`config.mk`:
```
export PLATFORM = sky130hd
export DESIGN_NAME = fp_sub_normalize
export DESIGN_NICKNAME = d
export VERILOG_FILES = /design/src/rtl/fp_pkg.sv /design/src/rtl/fp_mag_sub.sv /design/src/rtl/fp_sub_normalize.sv
export SDC_FILE = /design/constraint.sdc
export NUM_CORES = 1
export LEC_CHECK = 0
export ABC_AREA = 1
export BUFFER_PORTS_ARGS = -buffer_cell sky130_fd_sc_hd__buf_2
export CAP_MARGIN = 20
export CORE_UTILIZATION = 42
export CTS_CLUSTER_DIAMETER = 120
export DETAILED_ROUTE_END_ITERATION = 16
export RECOVER_POWER = 100
export SLEW_MARGIN = 20
export SYNTH_ARGS = -nofsm -noshare
export SYNTH_HDL_FRONTEND = slang
export SYNTH_SLANG_ARGS = --single-unit
```
`constraint.sdc`:
```
create_clock -name clk -period 3.5 [get_ports clk]
set_input_delay 0.175 -clock clk [delete_from_list [all_inputs] [get_ports clk]]
set_output_delay 0.175 -clock clk [all_outputs]
set_load 0.01 [all_outputs]
```
`src/rtl/fp_pkg.sv`:
```
// Shared definitions for the FP subtraction datapath: widths, result field
// layout, the normalizer state encoding and the result packing helper.
package fp_pkg;

    localparam int EXP_W = 8;
    localparam int MAN_W = 24;
    localparam logic [EXP_W-1:0] EXP_MAX = 8'hFF;

    localparam int RES_SIGN   = 31;
    localparam int RES_EXP_HI = 30;
    localparam int RES_EXP_LO = 23;
    localparam int RES_MAN_HI = 22;
    localparam int RES_MAN_LO = 0;

    typedef enum logic [1:0] {
        IDLE = 2'd0,
        CALC = 2'd1,
        NORM = 2'd2,
        DONE = 2'd3
    } state_t;

    function automatic logic [31:0] pack_result(input logic       s,
                                                input logic [7:0]  e,
                                                input logic [22:0] m);
        logic [31:0] r;
        r                         = '0;
        r[RES_SIGN]               = s;
        r[RES_EXP_HI:RES_EXP_LO]  = e;
        r[RES_MAN_HI:RES_MAN_LO]  = m;
        return r;
    endfunction

endpackage

```
`src/rtl/fp_mag_sub.sv`:
```
// Combinational effective add/subtract of two aligned mantissas. Produces the
// result magnitude (already shifted right on carry), its sign and the carry.
module fp_mag_sub #(
    parameter int MAN_W = 24
) (
    input  logic [MAN_W-1:0] i_man_a,
    input  logic [MAN_W-1:0] i_man_b,
    input  logic             i_sign_a,
    input  logic             i_sign_b,
    output logic [MAN_W-1:0] o_mag,
    output logic             o_sign,
    output logic             o_carry,
    output logic             o_eff_add
);

    logic [MAN_W:0]   w_sum;
    logic [MAN_W-1:0] w_diff;
    logic             w_a_ge_b;

    // A - B with opposite signs is a magnitude addition
    assign o_eff_add = i_sign_a ^ i_sign_b;
    assign w_sum     = {1'b0, i_man_a} + {1'b0, i_man_b};
    assign w_a_ge_b  = (i_man_a >= i_man_b);
    assign w_diff    = w_a_ge_b ? (i_man_a - i_man_b) : (i_man_b - i_man_a);

    always_comb begin
        o_mag   = w_diff;
        o_sign  = w_a_ge_b ? i_sign_a : ~i_sign_a;
        o_carry = 1'b0;
        if (o_eff_add) begin
            o_sign  = i_sign_a;
            o_carry = w_sum[MAN_W];
            o_mag   = w_sum[MAN_W] ? w_sum[MAN_W:1] : w_sum[MAN_W-1:0];
        end
    end

endmodule

```
`src/rtl/fp_sub_normalize.sv`:
```
// Mantissa subtract and iterative left-shift normalizer (one shift per cycle)
// producing a packed single-precision result with zero/overflow/underflow flags.
module fp_sub_normalize #(
    parameter int MAN_W = fp_pkg::MAN_W,
    parameter int EXP_W = fp_pkg::EXP_W
) (
    input  logic             clk,
    input  logic             rst,
    input  logic             in_valid,
    output logic             in_ready,
    input  logic [EXP_W-1:0] exp_in,
    input  logic [MAN_W-1:0] man_a,
    input  logic [MAN_W-1:0] man_b,
    input  logic             sign_a,
    input  logic             sign_b,
    output logic             out_valid,
    input  logic             out_ready,
    output logic [31:0]      result,
    output logic             zero,
    output logic             overflow,
    output logic             underflow
);
    import fp_pkg::*;

    state_t           r_state;
    state_t           w_state_nxt;
    logic [EXP_W-1:0] r_exp;
    logic [MAN_W-1:0] r_man_a;
    logic [MAN_W-1:0] r_man_b;
    logic             r_sign_a;
    logic             r_sign_b;
    logic [MAN_W-1:0] r_mag;
    logic             r_sign;
    logic [31:0]      r_result;
    logic             r_zero;
    logic             r_overflow;
    logic             r_underflow;

    logic [MAN_W-1:0] w_calc_mag;
    logic             w_calc_sign;
    logic             w_carry;
    logic             w_eff_add;
    logic [EXP_W:0]   w_exp_inc;
    logic             w_exp_ovf;
    logic [MAN_W-1:0] w_shift_mag;
    logic [EXP_W-1:0] w_exp_dec;
    logic             w_flush;

    fp_mag_sub #(.MAN_W(MAN_W)) u_mag_sub (
        .i_man_a   (r_man_a),
        .i_man_b   (r_man_b),
        .i_sign_a  (r_sign_a),
        .i_sign_b  (r_sign_b),
        .o_mag     (w_calc_mag),
        .o_sign    (w_calc_sign),
        .o_carry   (w_carry),
        .o_eff_add (w_eff_add)
    );

    // Exponent kept one bit wider so an increment past the max is still caught
    assign w_exp_inc   = {1'b0, r_exp} + {{EXP_W{1'b0}}, w_carry};
    assign w_exp_ovf   = (w_exp_inc >= {1'b0, EXP_MAX});
    assign w_shift_mag = {r_mag[MAN_W-2:0], 1'b0};
    assign w_exp_dec   = r_exp - EXP_W'(1);
    assign w_flush     = (r_exp <= EXP_W'(1));

    assign in_ready  = (r_state == IDLE);
    assign out_valid = (r_state == DONE);
    assign result    = r_result;
    assign zero      = r_zero;
    assign overflow  = r_overflow;
    assign underflow = r_underflow;

    always_ff @(posedge clk) begin
        if (rst) r_state <= IDLE;
        else     r_state <= w_state_nxt;
    end

    always_comb begin
        w_state_nxt = r_state;
        unique case (r_state)
            IDLE: if (in_valid) w_state_nxt = CALC;
            CALC: begin
                if (w_eff_add || (w_calc_mag == '0) || w_calc_mag[MAN_W-1])
                    w_state_nxt = DONE;
                else
                    w_state_nxt = NORM;
            end
            NORM: if (w_flush || w_shift_mag[MAN_W-1]) w_state_nxt = DONE;
            DONE: if (out_ready) w_state_nxt = IDLE;
            default: w_state_nxt = IDLE;
        endcase
    end

    always_ff @(posedge clk) begin
        if (rst) begin
            r_result    <= '0;
            r_zero      <= 1'b0;
            r_overflow  <= 1'b0;
            r_underflow <= 1'b0;
        end else begin
            case (r_state)
                IDLE: begin
                    if (in_valid) begin
                        r_exp       <= exp_in;
                        r_man_a     <= man_a;
                        r_man_b     <= man_b;
                        r_sign_a    <= sign_a;
                        r_sign_b    <= sign_b;
                        r_zero      <= 1'b0;
                        r_overflow  <= 1'b0;
                        r_underflow <= 1'b0;
                    end
                end
                CALC: begin
                    r_mag  <= w_calc_mag;
                    r_sign <= w_calc_sign;
                    if (w_eff_add) begin
                        if (w_exp_ovf) begin
                            r_result   <= pack_result(w_calc_sign, EXP_MAX, 23'h0);
                            r_overflow <= 1'b1;
                        end else begin
                            r_result <= pack_result(w_calc_sign, w_exp_inc[EXP_W-1:0],
                                                    w_calc_mag[MAN_W-2:0]);
                        end
                    end else if (w_calc_mag == '0) begin
                        // Exact cancellation always yields +0
                        r_result <= '0;
                        r_zero   <= 1'b1;
                    end else if (w_calc_mag[MAN_W-1]) begin
                        r_result <= pack_result(w_calc_sign, r_exp, w_calc_mag[MAN_W-2:0]);
                    end
                end
                NORM: begin
                    if (w_flush) begin
                        r_result    <= pack_result(r_sign, 8'h0, 23'h0);
                        r_zero      <= 1'b1;
                        r_underflow <= 1'b1;
                    end else begin
                        r_mag <= w_shift_mag;
                        r_exp <= w_exp_dec;
                        if (w_shift_mag[MAN_W-1])
                            r_result <= pack_result(r_sign, w_exp_dec, w_shift_mag[MAN_W-2:0]);
                    end
                end
                default: ;
            endcase
        end
    end

endmodule

```
Word-level counts from Yosys, hierarchy flattened
Index checks and enable logic that the tools add are counted.

word-level totals
  register bits = 119
  output and inout bits = 37
  word-level logic and storage cells = 87

cells by class
  add/sub/neg operators = 5
  magnitude comparators = 3
  equal/unequal tests = 14
  multiplexer cells = 32
  bitwise operators = 3
  reduce and logical (&&, ||, !) cells = 18

operators by type and width
  kind                   count
  $mux W32               5
  $mux W24               3
  $pmux W32 S2           1
  $sub A24 B24 Y24       2
  $pmux W23 S2           1
  $mux W31               1
  $add A24 B24 Y25       1
  $ge A24 B24 Y1         1
  $logic_not A24 Y1      1
  $mux W23               1
  $mux W8                2
  $ne A2 B2 Y1 const B   8
  $pmux W8 S2            1
  $reduce_and A3 Y1      5
  $mux W1                10
  $add A8 B1 Y9          1
  $ge A9 B8 Y1 const B   1
  $le A8 B1 Y1 const B   1
  $pmux W2 S4            1
  $reduce_and A4 Y1      2
  $sub A8 B1 Y8 const B  1
  $mux W2                3
  $reduce_bool A2 Y1     3
  $reduce_and A5 Y1      1
  other kinds (13)       18

Depth between registers and ports, before layout
  depth after elaboration = 8
  mapped depth = 31
  gate-level depth less buffers = 28

Cells and area by module
From an unflattened synthesis, not the netlist that was laid out.

second synthesis, totals
  cells, all modules = 1891
  area total of the unflattened synthesis = 11745.0 um2

by module, submodules not included
  module            instances  cells an instance  area an instance (um2)  seq. area each (um2)
  fp_mag_sub        1          1240               6088.3                  0.0
  fp_sub_normalize  1          651                5656.7                  3203.1

Least setup slack after synthesis
No wires, ideal clock.

  path type = register to register
  from = register r_man_a[1]
  to = register r_result[5] (netlist: result[5])
  setup time = 70 ps
  data arrival time = 3665 ps
  required time = 3430 ps
  path slack = -235 ps
  cell stages (with the launch flop) = 27
  path buffers = 2
  clock period less this slack = 3735 ps
  cells stage by stage = edfxtp_1 > inv_1 > fa_1 > inv_1 > nand3_1 > nand3_1 > nand2_1 > nand2_1 > nand2_2 > nand3_2 > buf_6 > nand2_2 > inv_2 > ha_1 > nand2_1 > nor2_1 > nand3_1 > nand3b_1 > xor2_1 > nand3b_1 > nand2_1 > inv_1 > clkbuf_1 > nand3_1 > a21oi_1 > o211ai_1 > a21oi_1

between the ends
  longest elaborated chain between the ends = 7
  elaborated cells on any way between the ends = 18
  those cells by class = add/sub: 4; order compare: 2; eq/ne: 1; mux: 9; reduce/logical: 2

RTL lines
  what                                            line                                              text
  from (decl)                                     fp_sub_normalize.sv:28                            logic [MAN_W-1:0] r_man_a;
  from (signal assigned)                          fp_sub_normalize.sv:106                           r_man_a <= man_a;
  $add A24 B24 Y25, or another cell as far along  fp_mag_sub.sv:22                                  assign w_sum = {1'b0, i_man_a} + {1'b0, i_man_b};
  $mux W1, or another cell as far along           fp_mag_sub.sv:30                                  if (o_eff_add) begin
  $add A8 B1 Y9 or $mux W24 (tied branches)       fp_sub_normalize.sv:61, fp_mag_sub.sv:30
  $ge A9 B8 Y1, or another cell as far along      fp_sub_normalize.sv:62                            assign w_exp_ovf = (w_exp_inc >= {1'b0, EXP_MAX});
  $mux W31 or $mux W32 (tied branches)            fp_sub_normalize.sv:119, fp_sub_normalize.sv:126
  $mux W32                                        fp_sub_normalize.sv:118                           if (w_eff_add) begin
  $pmux W32 S2                                    fp_sub_normalize.sv:102                           case (r_state)
  to (signal assigned)                            fp_sub_normalize.sv:120                           r_result <= pack_result(w_calc_sign, EXP_MAX, 23'h0);
  to (signal assigned)                            fp_sub_normalize.sv:123                           r_result <= pack_result(w_calc_sign, w_exp_inc[EXP_W-1:0],
  to (signal assigned)                            fp_sub_normalize.sv:131                           r_result <= pack_result(w_calc_sign, r_exp, w_calc_mag[MAN_W-2:0]);
  to (decl)                                       fp_sub_normalize.sv:34                            logic [31:0] r_result;

Parallel ways exist; a longest one is shown, timed or not. The select of a mux whose other input is x is not followed.
A chain may end at the register's enable or synchronous reset.

Worst setup path in the final report
  from = register r_man_b[19]
  to = register r_result[13] (netlist: result[13])

between the ends
  longest elaborated chain between the ends = 7
  elaborated cells on any way between the ends = 18
  those cells by class = add/sub: 4; order compare: 2; eq/ne: 1; mux: 9; reduce/logical: 2

RTL lines
  what                                            line                                              text
  from (decl)                                     fp_sub_normalize.sv:29                            logic [MAN_W-1:0] r_man_b;
  from (signal assigned)                          fp_sub_normalize.sv:107                           r_man_b <= man_b;
  $add A24 B24 Y25, or another cell as far along  fp_mag_sub.sv:22
  $mux W1, or another cell as far along           fp_mag_sub.sv:30
  $add A8 B1 Y9 or $mux W24 (tied branches)       fp_sub_normalize.sv:61, fp_mag_sub.sv:30
  $ge A9 B8 Y1, or another cell as far along      fp_sub_normalize.sv:62
  $mux W31 or $mux W32 (tied branches)            fp_sub_normalize.sv:119, fp_sub_normalize.sv:126
  $mux W32                                        fp_sub_normalize.sv:118
  $pmux W32 S2                                    fp_sub_normalize.sv:102

Parallel ways exist; a longest one is shown, timed or not. The select of a mux whose other input is x is not followed.

==> impl_results.rst <==
.. list-table::
   :header-rows: 1

   * - Metric
     - Value
   * - Status
     - finished with violations
   * - Violations in the final reports
     - negative setup slack
   * - Via density per instance
     - 4.948
   * - Net count after synthesis
     - about 2100
   * - Maximum number of buffers from clock root to sink
     - 2
   * - X dimension of the die
     - ~170 um
   * - TritonCTS clock tree
     - yes
   * - Nature of the critical path startpoint
     - flip-flop
   * - Final core utilization
     - between 50% and 60%
   * - First-pass GRT wire length
     - 70630 um
   * - Crit path largest cell delay
     - approximately 0.44 ns
   * - Cell-internal power
     - around 5.8 mW
   * - Global route overflow
     - 0
   * - Share of synthesized flip-flops with an asynchronous set or reset
     - 0%
   * - Starting DRC count in detailed routing
     - slightly above 1000
   * - Slew at the pin with the worst max-slew slack
     - about 1.3 ns
   * - TritonCTS Sinks
     - 119
   * - Library cell appearing most often on the critical path
     - sky130_fd_sc_hd__a21oi_1
   * - Post-detailed-route DRC marker count
     - 0
   * - Final max-slew violation count
     - 0
   * - VDD IR-drop max
     - ~430 uV
   * - Sequential area share after synthesis
     - a little over a quarter
   * - Total I/O pin count
     - between 90 and 100
   * - Average detailed-routed wire length per instance
     - between 15 and 20 um
   * - Cell Count, Final, Fillers Out
     - ~2700
   * - Cell area power density
     - between 600 and 700 nW/um^2
   * - Arrival @ worst endpoint
     - just under 4 ns
   * - Area of the core
     - 27780 um^2
   * - Total negative slack
     - -0.7637 ns
   * - Die Y
     - approximately 170 um
   * - Setup-failing EPs final
     - 26
   * - Largest fanout on the critical path
     - 11
   * - Combinational fraction of design power
     - between 60% and 70%
   * - ANT cells
     - 0
   * - Clk pin slew, worst setup/hold paths
     - about 0.06 ns
   * - Layout area overhead
     - 40.04%
   * - Leading post-synthesis cells by instance count
     - 755 x sky130_fd_sc_hd__nand2_1, 331 x sky130_fd_sc_hd__inv_1, 154 x sky130_fd_sc_hd__nand3_1, 149 x sky130_fd_sc_hd__nor2_1, 94 x sky130_fd_sc_hd__a21oi_1
   * - Most used DFF post-synth
     - sky130_fd_sc_hd__edfxtp_1
   * - Fraction of power consumed by the clock network
     - between 15 and 20%
   * - Fill cell instance count of the final layout
     - 2756
   * - Leakage power summed over all cells
     - a little under 9 nW
   * - Dpl hpwl
     - about 36000 um
   * - Number of H-tree branching levels
     - 4
   * - Fraction of layout instances using a drive strength above 1
     - 23.37%
   * - Max-Cap Viols
     - 0
   * - Global-route usage over all layers
     - around 32%
   * - Fraction of power spent switching nets
     - 45.34%
   * - Total die area
     - just under 30000 um^2
   * - First-pass iteration count of the detailed router
     - 9
   * - Hold Crit Depth
     - 3
   * - Largest net degree at the start of global routing
     - 51
   * - Number of placement rows
     - approximately 60
   * - Cell-by-cell listing of the critical path
     - ha_4 -> buf_4 -> inv_2 -> a21oi_1 -> nand2_1 -> a21oi_4 -> nand3_4 -> nand2_4 -> inv_4 -> ha_4 -> nand2_4 -> nor2_4 -> nand3_2 -> nand3b_1 -> xor2_2 -> buf_4 -> nand3b_1 -> nand2_2 -> inv_8 -> o21ai_2 -> a21oi_1 -> o211ai_1 -> a21oi_1
   * - Final clock period utilization by the worst path
     - 101.9%
   * - NumNets Final
     - between 2000 and 2500
   * - Critical Path Slowest Stage Cell
     - sky130_fd_sc_hd__edfxtp_1
   * - Root Buffer
     - sky130_fd_sc_hd__clkbuf_16
   * - Fraction of post-synthesis cell area in the top cell type by area
     - 23.92%
   * - Cell variety after synth
     - between 40 and 50
   * - Flops & latches, synth
     - 119
   * - Setup repair after global routing missed its margin
     - yes
   * - CTS Buf Count
     - 17
   * - Remaining antenna violation count
     - 0
   * - Critical setup path kind
     - reg2reg
   * - Net load switching power
     - 4.778 mW
   * - Antenna violations before repair
     - 0
   * - Library cell occupying the most area in the post-synthesis netlist
     - sky130_fd_sc_hd__nand2_1
   * - Number of global-route vias before repair
     - 13020
   * - Final Wtd Congestion
     - about 0.96
   * - Port buffer count
     - 98
   * - Clock latency reported for the late side of the worst-skew pair
     - roughly 0.46 ns
   * - Routed via count
     - ~13000
   * - Post-Synthesis Cell Area
     - between 10000 and 15000 um^2
   * - Minimum setup slack in the final design
     - -0.06543 ns
   * - FF-to-FF path depth
     - 23
   * - Most common cell in the netlist
     - sky130_fd_sc_hd__nand2_1
   * - Max Clk Rate
     - 0.2805 GHz
   * - Path class of the lowest-slack min-delay path
     - in2reg
   * - Worst relative slew slack
     - 11.46%
   * - Ys Warns
     - 0
   * - Post-Place Cells
     - about 2600
   * - Area contributors post-synth
     - sky130_fd_sc_hd__nand2_1 24%, sky130_fd_sc_hd__edfxtp_1 21%, sky130_fd_sc_hd__inv_1 10%
   * - Relative contribution of sequential cells to total power
     - a little over a fifth
   * - Required time at the endpoint of the critical path
     - between 3 and 4 ns
   * - Type of destination of the critical path
     - flip-flop
   * - Initial cell density of the core
     - 42.65%
   * - Clk_skew
     - 0.01220 ns
   * - Cells after synthesis
     - 1954
   * - Minimum clock period after layout
     - between 3 and 4 ns
   * - Number of flops mapped to enable cells by yosys
     - 82
   * - Total length of routed wires
     - 45750 um
   * - Total count of hold-check failures in the final report
     - 0
   * - Syn_area_per_cell
     - 6.065 um^2
-- cell type report --
type | count | area [um^2] | area share, %
sequential | 119 | 3203 | 19.30
tap | 378 | 473.0 | 2.850
inverter | 356 | 1351 | 8.143
clock buffer | 21 | 525.5 | 3.167
timing repair buffer | 425 | 3237 | 19.51
clock inverter | 11 | 100.1 | 0.6032
multi-input combinational | 1417 | 7705 | 46.43
-- cell usage in the layout, fill, tap and decap left out, types with 7 or more instances in the layout --
cell type	n
sky130_fd_sc_hd__nor3_1	18
sky130_fd_sc_hd__a21oi_1	74
sky130_fd_sc_hd__buf_2	60
sky130_fd_sc_hd__nand4_1	31
sky130_fd_sc_hd__clkbuf_16	21
sky130_fd_sc_hd__buf_12	7
sky130_fd_sc_hd__xor2_1	20
sky130_fd_sc_hd__nand3_2	13
sky130_fd_sc_hd__nor2_1	124
sky130_fd_sc_hd__o211ai_1	16
sky130_fd_sc_hd__inv_2	28
sky130_fd_sc_hd__inv_1	320
sky130_fd_sc_hd__nand3_1	139
sky130_fd_sc_hd__nand2_4	11
sky130_fd_sc_hd__ha_1	59
sky130_fd_sc_hd__nor2_2	18
sky130_fd_sc_hd__dlygate4sd3_1	55
sky130_fd_sc_hd__o21ai_0	37
sky130_fd_sc_hd__nor2_4	19
sky130_fd_sc_hd__dfxtp_1	37
sky130_fd_sc_hd__a21oi_2	18
sky130_fd_sc_hd__ha_4	17
sky130_fd_sc_hd__edfxtp_1	82
sky130_fd_sc_hd__clkbuf_1	38
sky130_fd_sc_hd__nand2_2	28
sky130_fd_sc_hd__buf_4	251
sky130_fd_sc_hd__nand2_1	724
-- cell families (layout without fill, tap and decap cells) --
| logic type | Yosys count | in the layout | synth area share (%) |
|---|---|---|---|
| AO/OA/AOI/OAI | 168 | 168 | 7.866 |
| XOR/XNOR | 24 | 24 | 1.837 |
| adder cells (fa/ha/maj) | 82 | 82 | 8.848 |
| buffers and inverters | 420 | 813 | 14.56 |
| flip-flops | 119 | 119 | 27.03 |
| AND/OR/NAND/NOR | 1141 | 1143 | 39.86 |
-- critical path: cells and delay by family, from the launching register on --
family | cells | cell delay (ns)
and+or+nand+nor | 9 | 0.86
AOI/OAI and AO/OA | 6 | 0.92
buffers and inverters | 5 | 0.57
adders and majority gates | 2 | 0.51
DFF | 1 | 0.44
xor gates and xnor gates | 1 | 0.20
-- power by group through the flow --
stage	Sequential [mW]	Clock [mW]	Combinational (mW)
2_1_floorplan	2.26	0	3.24
3_3_place_gp	2.21	0	5.47
3_5_place_dp	2.21	0	5.51
4_1_cts	2.19	1.92	6.24
5_1_grt	2.26	1.98	7.04
6_report	2.22	1.90	6.42
-- state kept, by name, indices dropped and copies added (netlist names), 2 cells and up --
signal,cells
r_exp,8
r_mag,23
r_man_a,24
r_man_b,24
r_state,2
result,32
-- per-stage QoR --
step                power, mW  worst slack (ns)  cell area (um^2)  hold WS [ns]
floorplan               5.502          0.001204             11920        0.2739
finish                  10.54          -0.06543             16590       0.02038
CTS                     10.35          -0.04255             16230      0.003471
global route            11.27           -0.2379             16590       0.01982
detailed placement      7.726           -0.2064             14360        0.3531
global placement        7.682           -0.2024             14360        0.3509
-- worst paths after layout --
kind / from / endpoint / slack [ns]
setup / recovery: r_man_b[19] / result[13] / -0.07
hold / removal: exp_in[4] / r_exp[4] / 0.02
setup reg to reg: r_man_b[19] / result[13] / -0.07
hold reg to reg: overflow / overflow / 0.46
-- per-layer routing --
| layer | vias to the layer above | routed length (um) | global-route usage, % |
|---|---|---|---|
| met5 | - | 0 | 0 |
| met4 | 0 | 1393 | 12.46 |
| met3 | 62 | 2214 | 3.837 |
| met2 | 377 | 21510 | 54.94 |
| met1 | 6221 | 20630 | 42.07 |
| li1 | 6834 | - | - |
-- repair_timing --
item	4_1_cts	5_1_grt
resized for setup	98	80
cloned	6	1
endpoints found under the hold margin	55	0
setup buffers	20	11
setup endpoints to repair	34	35
pin swaps	49	28
hold buffers	55	0
No activity file was read; power rests on OpenSTA's default activity.
